### src/rtl/pcdec_pkg.sv
// Shared definitions for the loadable counter family (state enum, width, expiry test).
// Latency: n/a (types and pure functions only).
// Backpressure: n/a.
package pcdec_pkg;

    // Default counter width, shared with the up-counter family.
    localparam int PCDEC_WIDTH = 8;

    typedef enum logic [1:0] {
        IDLE = 2'd0,   // never loaded, or cleared since
        RUN  = 2'd1,   // counting allowed
        DONE = 2'd2    // one-shot expired, holding at zero
    } pcdec_state_t;

    // Expiry happens on a qualified decrement while the count already sits at zero.
    // The caller supplies the zero test so this stays independent of counter width.
    function automatic logic pcdec_expiry(
        input logic         cnt_zero,
        input pcdec_state_t state,
        input logic         en,
        input logic         bin
    );
        return en & bin & cnt_zero & (state == RUN);
    endfunction

endpackage

### src/rtl/pcdec8_timer.sv
// Loadable down-counter / interval timer with reload register and one-shot/auto-reload FSM.
// Latency: cnt, tc, running update one clock after the controlling input; bout is combinational.
// Backpressure: none; en & bin qualify each decrement, bout chains borrows to the next stage.
//
// Ports:
//   clk, rst_n      clock (rising edge), asynchronous active-low reset
//   clr             synchronous clear to IDLE (highest priority), reload register kept
//   ld, ld_val      synchronous load of count and reload register, enters RUN
//   en, bin         count enable and cascade borrow-in; both needed to decrement
//   cnt             registered count
//   bout            borrow-out: this stage expires on the coming edge
//   tc              registered one-cycle pulse after each expiry
//   running         high while in RUN
module pcdec8_timer
    import pcdec_pkg::*;
#(
    parameter int WIDTH       = PCDEC_WIDTH,
    parameter bit AUTO_RELOAD = 1'b1
) (
    input  logic             clk,
    input  logic             rst_n,
    input  logic             clr,
    input  logic             ld,
    input  logic [WIDTH-1:0] ld_val,
    input  logic             en,
    input  logic             bin,
    output logic [WIDTH-1:0] cnt,
    output logic             bout,
    output logic             tc,
    output logic             running
);

    localparam logic [WIDTH-1:0] CNT_ONE = {{(WIDTH-1){1'b0}}, 1'b1};

    pcdec_state_t     state_q, state_d;
    logic [WIDTH-1:0] cnt_q, cnt_d;
    logic [WIDTH-1:0] reload_q, reload_d;
    logic             tc_q, tc_d;
    logic             dec;
    logic             expire;

    assign dec    = (state_q == RUN) & en & bin;
    assign expire = pcdec_expiry(cnt_q == '0, state_q, en, bin);

    always_comb begin
        state_d  = state_q;
        cnt_d    = cnt_q;
        reload_d = reload_q;
        tc_d     = 1'b0;       // tc is a pulse: drops unless this edge expires

        if (clr) begin
            cnt_d   = '0;
            state_d = IDLE;
        end else if (ld) begin
            // ld beats a simultaneous expiry, so no tc on that edge
            cnt_d    = ld_val;
            reload_d = ld_val;
            state_d  = RUN;
        end else if (dec) begin
            if (cnt_q != '0) begin
                cnt_d = cnt_q - CNT_ONE;
            end else if (AUTO_RELOAD) begin
                cnt_d = reload_q;
                tc_d  = 1'b1;
            end else begin
                tc_d    = 1'b1;
                state_d = DONE;
            end
        end
    end

    always_ff @(posedge clk or negedge rst_n) begin
        if (!rst_n) begin
            state_q  <= IDLE;
            cnt_q    <= '0;
            reload_q <= '0;
            tc_q     <= 1'b0;
        end else begin
            state_q  <= state_d;
            cnt_q    <= cnt_d;
            reload_q <= reload_d;
            tc_q     <= tc_d;
        end
    end

    assign cnt     = cnt_q;
    assign tc      = tc_q;
    assign bout    = expire;
    assign running = (state_q == RUN);

endmodule

### config.mk
export PLATFORM = sky130hd
export DESIGN_NAME = pcdec8_timer
export DESIGN_NICKNAME = d
export VERILOG_FILES = /design/src/rtl/pcdec_pkg.sv /design/src/rtl/pcdec8_timer.sv
export SDC_FILE = /design/constraint.sdc
export NUM_CORES = 1
export LEC_CHECK = 0
export ABC_CLOCK_PERIOD_IN_PS = 1950
export CAP_MARGIN = 10
export CORE_MARGIN = 2
export CORE_UTILIZATION = 43
export DETAILED_ROUTE_END_ITERATION = 8
export PLACE_DENSITY = 0.74
export SKIP_CTS_REPAIR_TIMING = 1
export SYNTH_ARGS = -nofsm -noshare
export SYNTH_HDL_FRONTEND = slang
export SYNTH_SLANG_ARGS = --single-unit
### constraint.sdc
create_clock -name clk -period 1.95 [get_ports clk]
set_input_delay 0.2925 -clock clk [delete_from_list [all_inputs] [get_ports clk]]
set_output_delay 0.2925 -clock clk [all_outputs]
set_load 0.02 [all_outputs]
==> reports/qor.yml, run 1 <==
ys_seq_area_share_pct: 44.3
layout_setup_ws_ns: -0.188
syn_nets: 124
floorplan.initialDensity_pct: 45.5
dieArea_mm2: 0.00277
timing.fmax_mhz: 468
h-tree-depth: 1
hold_class: "input pin to async pin"
track_usage_pct: 22.6
cp.required_ns: 1.66
worstPathMaxFanout: 2
drtPass1Iterations: 4
r2r-end: "cnt[0]$_DFFE_PN0P_"
multi_input_area_um2: 559
clk_latency_ns: 0.31
min_period_ns: 2.14
slew_violations: 0
cts_root_buf: "clkbuf_4"
drt-total-wl_mm: 2.83
r2r-start: "cnt[0]$_DFFE_PN0P_"
area_delta_synth_final_pct: 46.8
ys_top_cells_by_count: "dfrtp_1, nor2_1, a21oi_1"
setup_tns_ns: -0.188
final-seq-area_um2: 453
pin_count: 25
p_leak_nw: 0.622
tightest_slew_ns: 0.339
syn_inst: 108
ys.flop_type: "dfrtp_1"
first_iter_violations: 31
dp.cells: 174
use_met2_pct: 37.9
setup_violations: 1
drcViolationCount: 0
startpoint: "cnt[0]$_DFFE_PN0P_"
dieWidth_um: 52.6
first_global_vias: 1007
cts_tree: "done"
stdcell_count: 178
cts_buffers: 3
grt_pass1_wl_mm: 4.44
min_period_over_period_pct: 110
synth.area.top_cells: "dfrtp_1, mux2_2, nor2_1"
drt-vias-per-instance: 5.76
grt_util_met1_pct: 27.9
path_class: "flop to primary output"
start_kind: "flop"
synth.ff_latch_count: 18
fillers: 183
cap_violations: 0
power_density_mw_per_mm2: 672
antenna_found_initial: 0
yosys.area.top_type: "dfrtp_1"
fin_util_pct: 66.8
avgSynthCellArea_um2: 9.41
violations: "negative setup slack"
synth_area_mm2: 0.00102
rows: 17
grtUsageMet3_pct: 4.29
vias: 1026
dieHeight_um: 52.6
crit_end: "bout"
wl_per_cell_um: 15.9
grt_overflow: 0
synth_edf_count: 0
ir_drop_mv: 0.441
relSlewSlack_pct: 77.2
status: "finished with violations"
layout-drive-gt1-share_pct: 27.3
ys_types: 39
async_flop_share_pct: 100
synth_most_common_cell: "dfrtp_1"
final_nets: 167
r2r_slack_ns: 0.01
finalWeightedCongestion: 0.798
synth_top_area_share_pct: 44.3
dp_hpwl_mm: 2.00
n_antenna_cell: 0
p_total_mw: 1.00
io_buffers: 24
rsz0062_at_grt: "true"
grt_max_degree: 19
clkTransAtPathRegs_ns: 0.11
clock_path_buffers: 2
skew_ns: 0.00199
end_kind: "primary output"
clock_sinks: 18
ant_nets: 0
core_area_mm2: 0.00223
yosysWarnings: 0
r2r_cells: 7
cp.arrival_ns: 1.85
top_usage_layer: "met2"
hold_viol_final: 0
-- critical path: stages (launching register included) --
cell     delay [ns]
dfrtp_2        0.42
inv_2          0.08
ha_4           0.12
or4b_4         0.45
or2_4          0.26
nor2_4         0.08
buf_6          0.12
-- through the flow --
stage | area [um2] | hold slack, ns | worst slack, ns
after floorplan | 1030 | -0.00309 | 0.00521
after global placement | 1420 | 0.489 | -0.321
final | 1490 | 0.298 | -0.188
after CTS | 1440 | 0.308 | -0.719
after detailed placement | 1420 | 0.495 | -0.370
after global routing | 1490 | 0.343 | -0.266
-- kinds of logic after synthesis --
| kind of cell | count (synthesis) | synth area share, % |
|---|---|---|
| AND/OR/NAND/NOR | 35 | 17.2 |
| flip-flops | 18 | 44.3 |
| multiplexers | 6 | 6.65 |
| XOR/XNOR | 1 | 0.862 |
| AO/OA/AOI/OAI | 34 | 22.9 |
| buffers and inverters | 12 | 5.54 |
| adder cells (fa/ha/maj) | 2 | 2.46 |
-- state kept, by name, indices dropped and copies added, names as in the netlist --
| signal | flops |
|---|---|
| state_q | 1 |
| reload_q | 8 |
| tc | 1 |
| cnt | 8 |
-- worst min-delay path by stage --
stage | to | slack [ns] | startpoint
after floorplan | cnt[0]$_DFFE_PN0P_ | -0.003 | rst_n
final | reload_q[3]$_DFFE_PN0P_ | 0.30 | rst_n
after global routing | reload_q[3]$_DFFE_PN0P_ | 0.34 | rst_n
after global placement | reload_q[1]$_DFFE_PN0P_ | 0.49 | reload_q[1]$_DFFE_PN0P_
after detailed placement | reload_q[2]$_DFFE_PN0P_ | 0.49 | reload_q[2]$_DFFE_PN0P_
after CTS | reload_q[3]$_DFFE_PN0P_ | 0.31 | rst_n
-- placed cells by master, fill, tap and decap left out, types with 4 or more instances in the layout --
cell type | synthesis | routed
mux2_2 | 6 | 6
nand2_1 | 6 | 6
o21ai_0 | 7 | 6
inv_1 | 6 | 4
buf_4 | 0 | 19
a21oi_1 | 8 | 8
nor2_1 | 13 | 12
clkdlybuf4s50_1 | 0 | 23
dfrtp_1 | 18 | 16
-- area by class of cell --
type | instances | area share [%]
timing repair buffer | 44 | 26.5
sequential | 18 | 30.4
tap | 28 | 2.35
inverter | 6 | 1.51
clock buffer | 4 | 1.76
multi-input combinational | 78 | 37.5
-- where the power goes --
group | leakage [nW] | internal [mW] | switching [mW]
Combinational | 0.383 | 0.178 | 0.181
Clock | 0.0150 | 0.0800 | 0.131
Sequential | 0.224 | 0.412 | 0.0212
-- layer usage --
metal / routed length, um / up-vias
li1: - / 478
met1: 1200 / 505
met2: 1430 / 38
met3: 162 / 5
met4: 42 / 0
met5: 0 / -
Power figures use the tool's default switching activity.
==> run 2: changes to the inputs <==
--- a/config.mk
+++ b/config.mk
@@ -7,7 +7,7 @@
 export LEC_CHECK = 0
 export ABC_CLOCK_PERIOD_IN_PS = 1950
 export CAP_MARGIN = 10
-export CORE_MARGIN = 2
+export CORE_MARGIN = 4
 export CORE_UTILIZATION = 43
 export DETAILED_ROUTE_END_ITERATION = 8
 export PLACE_DENSITY = 0.74
==> run 2 against run 1 <==
Compared with the run above:
- wire length up 1.9%
- clock-buffer cell count unchanged
- highest routed layer unchanged
- cell count is 1.7% higher
- non-clock buffer count up 3
- global-route usage decreased by 3.0 points
- via count rose by 0.29%
- the flow still finishes with violations (negative setup slack)
- first-iteration DRC count down 26%
- clock power up 14%
- sequential share of layout area is 0.28 points lower
- final area rose by 0.92%
==> reports/qor.yml, run 2 (synthesized netlist as in run 1, its figures left out) <==
start_kind: "flop"  # unchanged
slowest_stage: "or4b_4"  # unchanged
finalWeightedCongestion: 0.830  # was 0.798
layout-drive-gt1-share_pct: 29.4  # was 27.3%
ant_nets: 0  # unchanged
grt_pass1_wl_mm: 4.89  # was 4.44 mm
first_iter_violations: 23  # was 31
path_cells: "inv_2 -> ha_1 -> or4b_4 -> or2_4 -> nor2_4 -> buf_6"  # was inv_2 -> ha_4 -> or4b_4 -> or2_4 -> nor2_4 -> buf_6
final_nets: 170  # was 167
dieWidth_um: 56.6  # was 52.6 um
r2r_slack_ns: 0.04  # was 0.01 ns
relSlewSlack_pct: 78.1  # was 77.2%
status: "finished with violations"  # unchanged
final_cell_mix: "clkdlybuf4s50_1, buf_4, dfrtp_1"  # unchanged
cp.arrival_ns: 1.83  # was 1.85 ns
seqPwrFrac_pct: 42.1  # was 43.2%
violations: "negative setup slack"  # unchanged
cap_violations: 0  # unchanged
power_density_mw_per_mm2: 685  # was 672 mW/mm2
power.internal_mw: 0.708  # was 0.670 mW
power_switching_mw: 0.322  # was 0.332 mW
dieHeight_um: 56.6  # was 52.6 um
final_common_cell: "clkdlybuf4s50_1"  # unchanged
r2r_cells: 7  # unchanged
min_period_ns: 2.13  # was 2.14 ns
p_clk_share_pct: 23.3  # was 21.0%
tightest_slew_ns: 0.326  # was 0.339 ns
cts_buffers: 3  # unchanged
rows: 17  # unchanged
min_period_over_period_pct: 109  # was 110%
cp.depth: 6  # unchanged
grt_max_degree: 19  # unchanged
skew_ns: 0.00945  # was 0.00199 ns
n_antenna_cell: 0  # unchanged
p_leak_nw: 0.642  # was 0.622 nW
ir_drop_mv: 0.460  # was 0.441 mV
crit_family: "simple AND/OR/NAND/NOR gates"  # unchanged
p_total_mw: 1.03  # was 1.00 mW
cts_tree: "done"  # unchanged
grt_overflow: 0  # unchanged
setup_violations: 1  # unchanged
hold_viol_final: 0  # unchanged
antenna_found_initial: 0  # unchanged
final_area_mm2: 0.00151  # was 0.00149 mm2
floorplan.initialDensity_pct: 45.5  # unchanged
crit_end: "bout"  # unchanged
slowest_delay_ns: 0.45  # about the same
drt-total-wl_mm: 2.89  # was 2.83 mm
slew_violations: 0  # unchanged
clock_path_buffers: 2  # unchanged
hold_class: "input pin to async pin"  # unchanged
timing.fmax_mhz: 470  # was 468 MHz
track_usage_pct: 19.6  # was 22.6%
dp.cells: 175  # was 174
clock_sinks: 18  # unchanged
end_kind: "primary output"  # unchanged
wl_per_cell_um: 15.9  # about the same
drcViolationCount: 0  # unchanged
layout_setup_ws_ns: -0.176  # was -0.188 ns
cts_root_buf: "clkbuf_4"  # unchanged
clk_latency_ns: 0.30  # was 0.31 ns
stdcell_count: 181  # was 178
cp.required_ns: 1.66  # about the same
h-tree-depth: 1  # unchanged
rsz0062_at_grt: "true"  # unchanged
drt-vias-per-instance: 5.69  # was 5.76
drtPass1Iterations: 4  # unchanged
combPwrFrac_pct: 34.7  # was 35.7%
fin_util_pct: 67.4  # was 66.8%
area_delta_synth_final_pct: 48.2  # was 46.8%
core_area_mm2: 0.00223  # unchanged
vias: 1029  # was 1026
pin_count: 25  # unchanged
worstPathMaxFanout: 2  # unchanged
r2r-start: "cnt[0]$_DFFE_PN0P_"  # unchanged
placedInstanceArea_mm2: 0.00144  # was 0.00142 mm2
first_global_vias: 1071  # was 1007
dieArea_mm2: 0.00320  # was 0.00277 mm2
r2r-end: "cnt[0]$_DFFE_PN0P_"  # unchanged
io_buffers: 24  # unchanged
path_class: "flop to primary output"  # unchanged
crit_buf_inv: 2  # unchanged
clkTransAtPathRegs_ns: 0.11  # about the same
switching_share_pct: 31.3  # was 33.2%
setup_tns_ns: -0.176  # was -0.188 ns
dp_hpwl_mm: 2.17  # was 2.00 mm
startpoint: "cnt[0]$_DFFE_PN0P_"  # unchanged
run 2: how the worst min path moves through the flow:
stage / to / start / cells after the start / slack (ns)
final: reload_q[3]$_DFFE_PN0P_ / rst_n / 2 / 0.31
after global routing: reload_q[3]$_DFFE_PN0P_ / rst_n / 2 / 0.33
after CTS: reload_q[3]$_DFFE_PN0P_ / rst_n / 2 / 0.33
after detailed placement: reload_q[1]$_DFFE_PN0P_ / reload_q[1]$_DFFE_PN0P_ / 1 / 0.49
after global placement: reload_q[1]$_DFFE_PN0P_ / reload_q[1]$_DFFE_PN0P_ / 1 / 0.49
after floorplan: cnt[0]$_DFFE_PN0P_ / rst_n / 0 / -0.003
run 2: worst register-to-register path, stage by stage, from the launching register on:
cell and delay, ns:
dfrtp_2 0.43, inv_2 0.06, ha_1 0.13, or4b_4 0.45
or2_4 0.26, buf_4 0.17, o311ai_2 0.21, a21oi_1 0.10
run 2: layout make-up:
| type | count | area, um2 |
|---|---|---|
| well taps | 28 | 35.0 |
| fillers | 205 | 728 |
| flip-flops and latches | 18 | 453 |
| multi-input cells | 78 | 532 |
| repair buffers | 47 | 427 |
| clock buffers | 4 | 36.3 |
| inverters | 6 | 22.5 |
run 2: power by group through the flow:
stage                     logic [mW]  registers [mW]  clock network (mW)
after floorplan                0.163           0.464                   0
after global placement         0.331           0.438                   0
after detailed placement       0.341           0.441                   0
after CTS                      0.342           0.433               0.240
after global routing           0.387           0.439               0.258
final                          0.357           0.434               0.240
run 2: per-layer routing:
metal	vias up	part of all wire [%]	global-route usage [%]
met2	41	51	33.3
met1	499	41	25.8
li1	487	-	-
met4	0	0.66	5.42
met5	-	0	0
met3	2	7.3	2.99
run 2: stage by stage:
step | worst slack (ns) | hold slack (ns)
after global routing | -0.230 | 0.334
after CTS | -0.698 | 0.326
after floorplan | 0.00521 | -0.00309
final | -0.176 | 0.308
after global placement | -0.325 | 0.487
after detailed placement | -0.354 | 0.490
